[config.mk]
export PLATFORM = sky130hd
export DESIGN_NAME = avalon_mem_arbiter
export DESIGN_NICKNAME = d
export VERILOG_FILES = /design/src/rtl/avalon_mem_arbiter.sv
export SDC_FILE = /design/constraint.sdc
export NUM_CORES = 1
export LEC_CHECK = 0
export BUFFER_PORTS_ARGS = -buffer_cell sky130_fd_sc_hd__buf_2
export CAP_MARGIN = 30
export CORE_AREA = 2 2 173 175
export DETAILED_ROUTE_END_ITERATION = 16
export DIE_AREA = 0 0 175 177
export GPL_TIMING_DRIVEN = 0
export PLACE_DENSITY = 0.51
export SETUP_SLACK_MARGIN = 0.3
export SKIP_CTS_REPAIR_TIMING = 1
export SLEW_MARGIN = 30
export SYNTH_ARGS = -nofsm -noshare
export SYNTH_HDL_FRONTEND = slang
export SYNTH_SLANG_ARGS = --single-unit
export TNS_END_PERCENT = 5
[constraint.sdc]
create_clock -name clk -period 4.9 [get_ports clk]
set_input_delay 0.49 -clock clk [delete_from_list [all_inputs] [get_ports clk]]
set_output_delay 0.49 -clock clk [all_outputs]
set_load 0.05 [all_outputs]
[src/rtl/avalon_mem_arbiter.sv]
// avalon_mem_arbiter: three-master to one-slave Avalon-MM arbiter with watchdog
module avalon_mem_arbiter #(
  parameter int AW = 32,
  parameter int DW = 32,
  parameter int TIMEOUT = 255,
  parameter logic [DW-1:0] ERR_DATA = DW'(32'hDEADBEEF)
) (
  input  logic            clk,
  input  logic            rst_n,
  input  logic            m0_read,
  input  logic            m1_read,
  input  logic            m2_read,
  input  logic            m0_write,
  input  logic            m1_write,
  input  logic            m2_write,
  input  logic [AW-1:0]   m0_address,
  input  logic [AW-1:0]   m1_address,
  input  logic [AW-1:0]   m2_address,
  input  logic [DW/8-1:0] m0_byte_enable,
  input  logic [DW/8-1:0] m1_byte_enable,
  input  logic [DW/8-1:0] m2_byte_enable,
  input  logic [DW-1:0]   m0_writedata,
  input  logic [DW-1:0]   m1_writedata,
  input  logic [DW-1:0]   m2_writedata,
  output logic [DW-1:0]   m0_readdata,
  output logic [DW-1:0]   m1_readdata,
  output logic [DW-1:0]   m2_readdata,
  output logic            m0_waitrequest,
  output logic            m1_waitrequest,
  output logic            m2_waitrequest,
  output logic            s_read,
  output logic            s_write,
  output logic [AW-1:0]   s_address,
  output logic [DW/8-1:0] s_byte_enable,
  output logic [DW-1:0]   s_writedata,
  input  logic [DW-1:0]   s_readdata,
  input  logic            s_waitrequest,
  output logic            timeout_err,
  output logic [AW-1:0]   timeout_addr,
  input  logic            err_clr
);
  localparam int CW = TIMEOUT > 0 ? $clog2(TIMEOUT + 1) : 1;
  localparam logic [CW-1:0] TMAX = CW'(TIMEOUT);
  typedef enum logic {IDLE, BUSY} state_t;
  state_t state;
  logic [1:0] grant, rr_ptr, pick;
  logic [CW-1:0] cnt;
  logic r0, r1, r2, busy, g_read, g_write, active, forced, wait_g;
  logic [AW-1:0] g_addr;
  logic [DW/8-1:0] g_be;
  logic [DW-1:0] g_wdata, rdata;
  // Request decode, arbitration choice and granted-master mux
  always_comb begin
    r0 = m0_read | m0_write;
    r1 = m1_read | m1_write;
    r2 = m2_read | m2_write;
    pick = r0 ? 2'd0 : (r1 && (!r2 || rr_ptr == 2'd1)) ? 2'd1 : 2'd2;
    busy = state == BUSY;
    g_read = grant == 2'd0 ? m0_read : grant == 2'd1 ? m1_read : m2_read;
    g_write = grant == 2'd0 ? m0_write : grant == 2'd1 ? m1_write : m2_write;
    g_addr = grant == 2'd0 ? m0_address : grant == 2'd1 ? m1_address : m2_address;
    g_be = grant == 2'd0 ? m0_byte_enable : grant == 2'd1 ? m1_byte_enable : m2_byte_enable;
    g_wdata = grant == 2'd0 ? m0_writedata : grant == 2'd1 ? m1_writedata : m2_writedata;
    active = busy && (g_read || g_write);
    forced = active && s_waitrequest && TIMEOUT != 0 && cnt == TMAX;
    wait_g = s_waitrequest & ~forced;
    rdata = forced ? ERR_DATA : s_readdata;
  end
  assign s_read = busy & g_read & ~forced;
  assign s_write = busy & g_write & ~forced;
  assign s_address = g_addr;
  assign s_byte_enable = g_be;
  assign s_writedata = g_wdata;
  assign m0_waitrequest = (busy && grant == 2'd0) ? wait_g : 1'b1;
  assign m1_waitrequest = (busy && grant == 2'd1) ? wait_g : 1'b1;
  assign m2_waitrequest = (busy && grant == 2'd2) ? wait_g : 1'b1;
  assign m0_readdata = (busy && grant == 2'd0) ? rdata : '0;
  assign m1_readdata = (busy && grant == 2'd1) ? rdata : '0;
  assign m2_readdata = (busy && grant == 2'd2) ? rdata : '0;
  // Grant FSM, round-robin pointer, wait counter and sticky timeout flag
  always_ff @(posedge clk or negedge rst_n) begin
    if (!rst_n) begin
      state <= IDLE;
      grant <= 2'd0;
      rr_ptr <= 2'd1;
      cnt <= '0;
      timeout_err <= 1'b0;
      timeout_addr <= '0;
    end else begin
      if (state == IDLE) begin
        if (r0 || r1 || r2) begin
          state <= BUSY;
          grant <= pick;
          cnt <= '0;
        end
      end else if (!active) begin
        state <= IDLE;
      end else if (!s_waitrequest || forced) begin
        state <= IDLE;
        if (grant != 2'd0) rr_ptr <= grant == 2'd1 ? 2'd2 : 2'd1;
      end else if (cnt != TMAX) begin
        cnt <= cnt + 1'b1;
      end
      if (forced && (!timeout_err || err_clr)) begin
        timeout_err <= 1'b1;
        timeout_addr <= g_addr;
      end else if (err_clr) begin
        timeout_err <= 1'b0;
      end
    end
  end
endmodule
==> results.json <==
{
  "grt_use_total_pct": 14.32,
  "fillers": 3224,
  "drc": 0,
  "synth_cells": 535,
  "synth_most_common_cell": "nand2_1",
  "multi_input_area_mm2": 0.002854,
  "yosysWarnings": 0,
  "fin_area_mm2": 0.007262,
  "grt_pass1_wl_um": 33660,
  "synthTopCellsByCount": "nand2_1, mux2i_1, a21oi_1",
  "tns_ns": 0,
  "wire_per_inst_um": 16.94,
  "vdd_ir_drop_max_mv": 0.3359,
  "dieArea_mm2": 0.03098,
  "final-setup-viol-count": 0,
  "portBuffers": 447,
  "insertion_delay_ns": 0.30,
  "syn_to_final_growth_pct": 66.54,
  "gp_congestion": 0.8313,
  "synth_seq_cells": 46,
  "antenna_found_initial": 1,
  "path_delay_family": "buffers and inverters",
  "start_kind": "flop",
  "num_rows": 63,
  "end_kind": "output port",
  "core-area_mm2": 0.02924,
  "period_share_pct": 69.75,
  "synth.net_count": 782,
  "grt_max_degree": 47,
  "crit_path_frequent_cell": "buf_2",
  "critPathMaxStageDelay_ns": 0.49,
  "synth_edf_count": 0,
  "path_cells": "buf_2, buf_2, clkbuf_1, nand3b_1, clkbuf_1, a21oi_1, buf_2",
  "yosysSeqAreaShare_pct": 26.43,
  "slew_viol_final": 0,
  "crit_buf_inv": 5,
  "relSlewSlack_pct": 40.90,
  "cts_made_buffers": 5,
  "cp_slowest_cell": "clkbuf_1",
  "synth-async-reset-ratio_pct": 100.0,
  "ant_nets": 0,
  "status": "finished clean",
  "wl_um": 23380,
  "drtIter0Drc": 271,
  "p_leak_uw": 0.003906,
  "cp_max_fo": 10,
  "nets": 1236,
  "placed_area_mm2": 0.007088,
  "crit_type": "reg -> out",
  "fmax_mhz": 292.6,
  "arrival_ns": 2.93,
  "min_path_type": "in -> async",
  "routed-via-count": 5736,
  "fin_skew_ns": 0.005601,
  "avgViaCountPerCell": 4.157,
  "register_area_mm2": 0.001152,
  "io_pins": 448,
  "maxCapViolCount": 0,
  "synth_top_area_cell": "dfrtp_1",
  "chipHeight_um": 177,
  "avgSynthCellArea_um2": 8.150,
  "clock_sinks": 46,
  "root_buffer": "clkbuf_16",
  "synth.distinct_cells": 40,
  "cts.clk_slew.worst_paths_ns": 0.07,
  "tightestPinTransition_ns": 0.8865,
  "initial_core_util_pct": 14.91,
  "hold_viol_final": 0,
  "stdcell_count": 1380,
  "place_inst": 1372,
  "synthFlopType": "dfrtp_1",
  "antennaDiodeCount": 0,
  "critical_path_required_ns": 4.41,
  "power.density_mw_per_mm2": 580.5,
  "die-width_um": 175,
  "syn_area_mm2": 0.004360,
  "fin_crit_ns": 3.418,
  "htreeDepth": 2,
  "grt.overflow.total": 0,
  "drt_pass1_iterations": 7,
  "grt_pass1_vias": 5482,
  "hpwl_um": 19610,
  "drive_above_1_share_pct": 52.83,
  "tritoncts": "done",
  "synth_top_cell_area_share_pct": 25.82,
  "cts_buffer_depth": 2,
  "netlist_top_cells_area": "dfrtp_1, mux2i_1, mux2_4",
  "rsz0062_at_grt": "no"
}
==> metal layers <==
| metal | vias up | wire length [µm] | global-route usage (%) |
|---|---|---|---|
| met5 | - | 13 | 0 |
| met4 | 2 | 248 | 2.743 |
| met3 | 14 | 1522 | 2.083 |
| met2 | 322 | 12070 | 26.94 |
| met1 | 2604 | 9529 | 17.29 |
| li1 | 2794 | - | - |
==> state kept, by name, indices dropped and copies added (netlist names) <==
signal        flops
timeout_addr     32
cnt               8
rr_ptr            2
grant             2
timeout_err       1
busy              1
==> metrics by stage <==
step	hold slack (ns)	worst slack (ns)	utilization [%]	total power [µW]
3_3_place_gp	0.4880	1.638	24.23	3830
2_1_floorplan	0.1944	2.043	-	2928
6_report	0.2109	1.482	24.83	4216
3_5_place_dp	0.4878	1.639	24.24	3836
4_1_cts	0.2243	1.296	24.83	4281
5_1_grt	0.2556	1.167	24.83	4442
==> cell usage in the layout, fill, tap and decap left out, types with 24 or more instances in the layout <==
| master | n |
|---|---|
| inv_1 | 28 |
| mux2i_1 | 76 |
| clkbuf_1 | 24 |
| mux2_4 | 32 |
| and3_1 | 26 |
| buf_2 | 464 |
| dfrtp_1 | 45 |
| a21oi_1 | 74 |
| o21ai_0 | 70 |
| nand2_1 | 80 |
==> report_power, final <==
group	internal, µW	switching (µW)
registers	408	14.6
logic	729	2640
clock network	245	176
==> worst register-to-register path, cell delays in order (launching register included) <==
cell and delay [ns]:
dfrtp_1 0.32, buf_2 0.24, clkbuf_1 0.71, mux2i_1 0.36
o21ai_0 0.20, mux2_4 0.31
==> cell type report <==
cell class                 count  area share [%]
tap                          390           6.720
multi-input combinational    411           39.30
sequential                    46           15.87
buffer                        50           3.429
clock buffer                   5           1.723
inverter                      28           1.447
timing repair buffer         447           30.84
clock inverter                 3          0.6720
==> path summary, 6_finish.rpt <==
path / from / to / slack (ns) / depth (start not counted)
max: grant[1] / m2_readdata[10] / 1.48 / 7
min in group clk: timeout_addr[16] / timeout_addr[16] / 0.51 / 1
min: rst_n / timeout_addr[10] / 0.21 / 1
max reg2reg: grant[0] / timeout_addr[30] / 2.66 / 5
min reg2reg: timeout_addr[16] / timeout_addr[16] / 0.51 / 1
max in group asynchronous: rst_n / rr_ptr[1] / 4.25 / 1
==> cells by family (layout without fill, tap and decap cells) <==
kind of cell	after synthesis	after routing	synth area share (%)
AO/OA/AOI/OAI	166	166	21.78
AND/OR/NAND/NOR	134	134	14.40
multiplexers	110	110	28.98
buffers and inverters	78	533	8.121
flip-flops	46	46	26.43
adder cells (fa/ha/maj)	1	1	0.2869
Note: power is estimated with default switching activity, not from simulation.
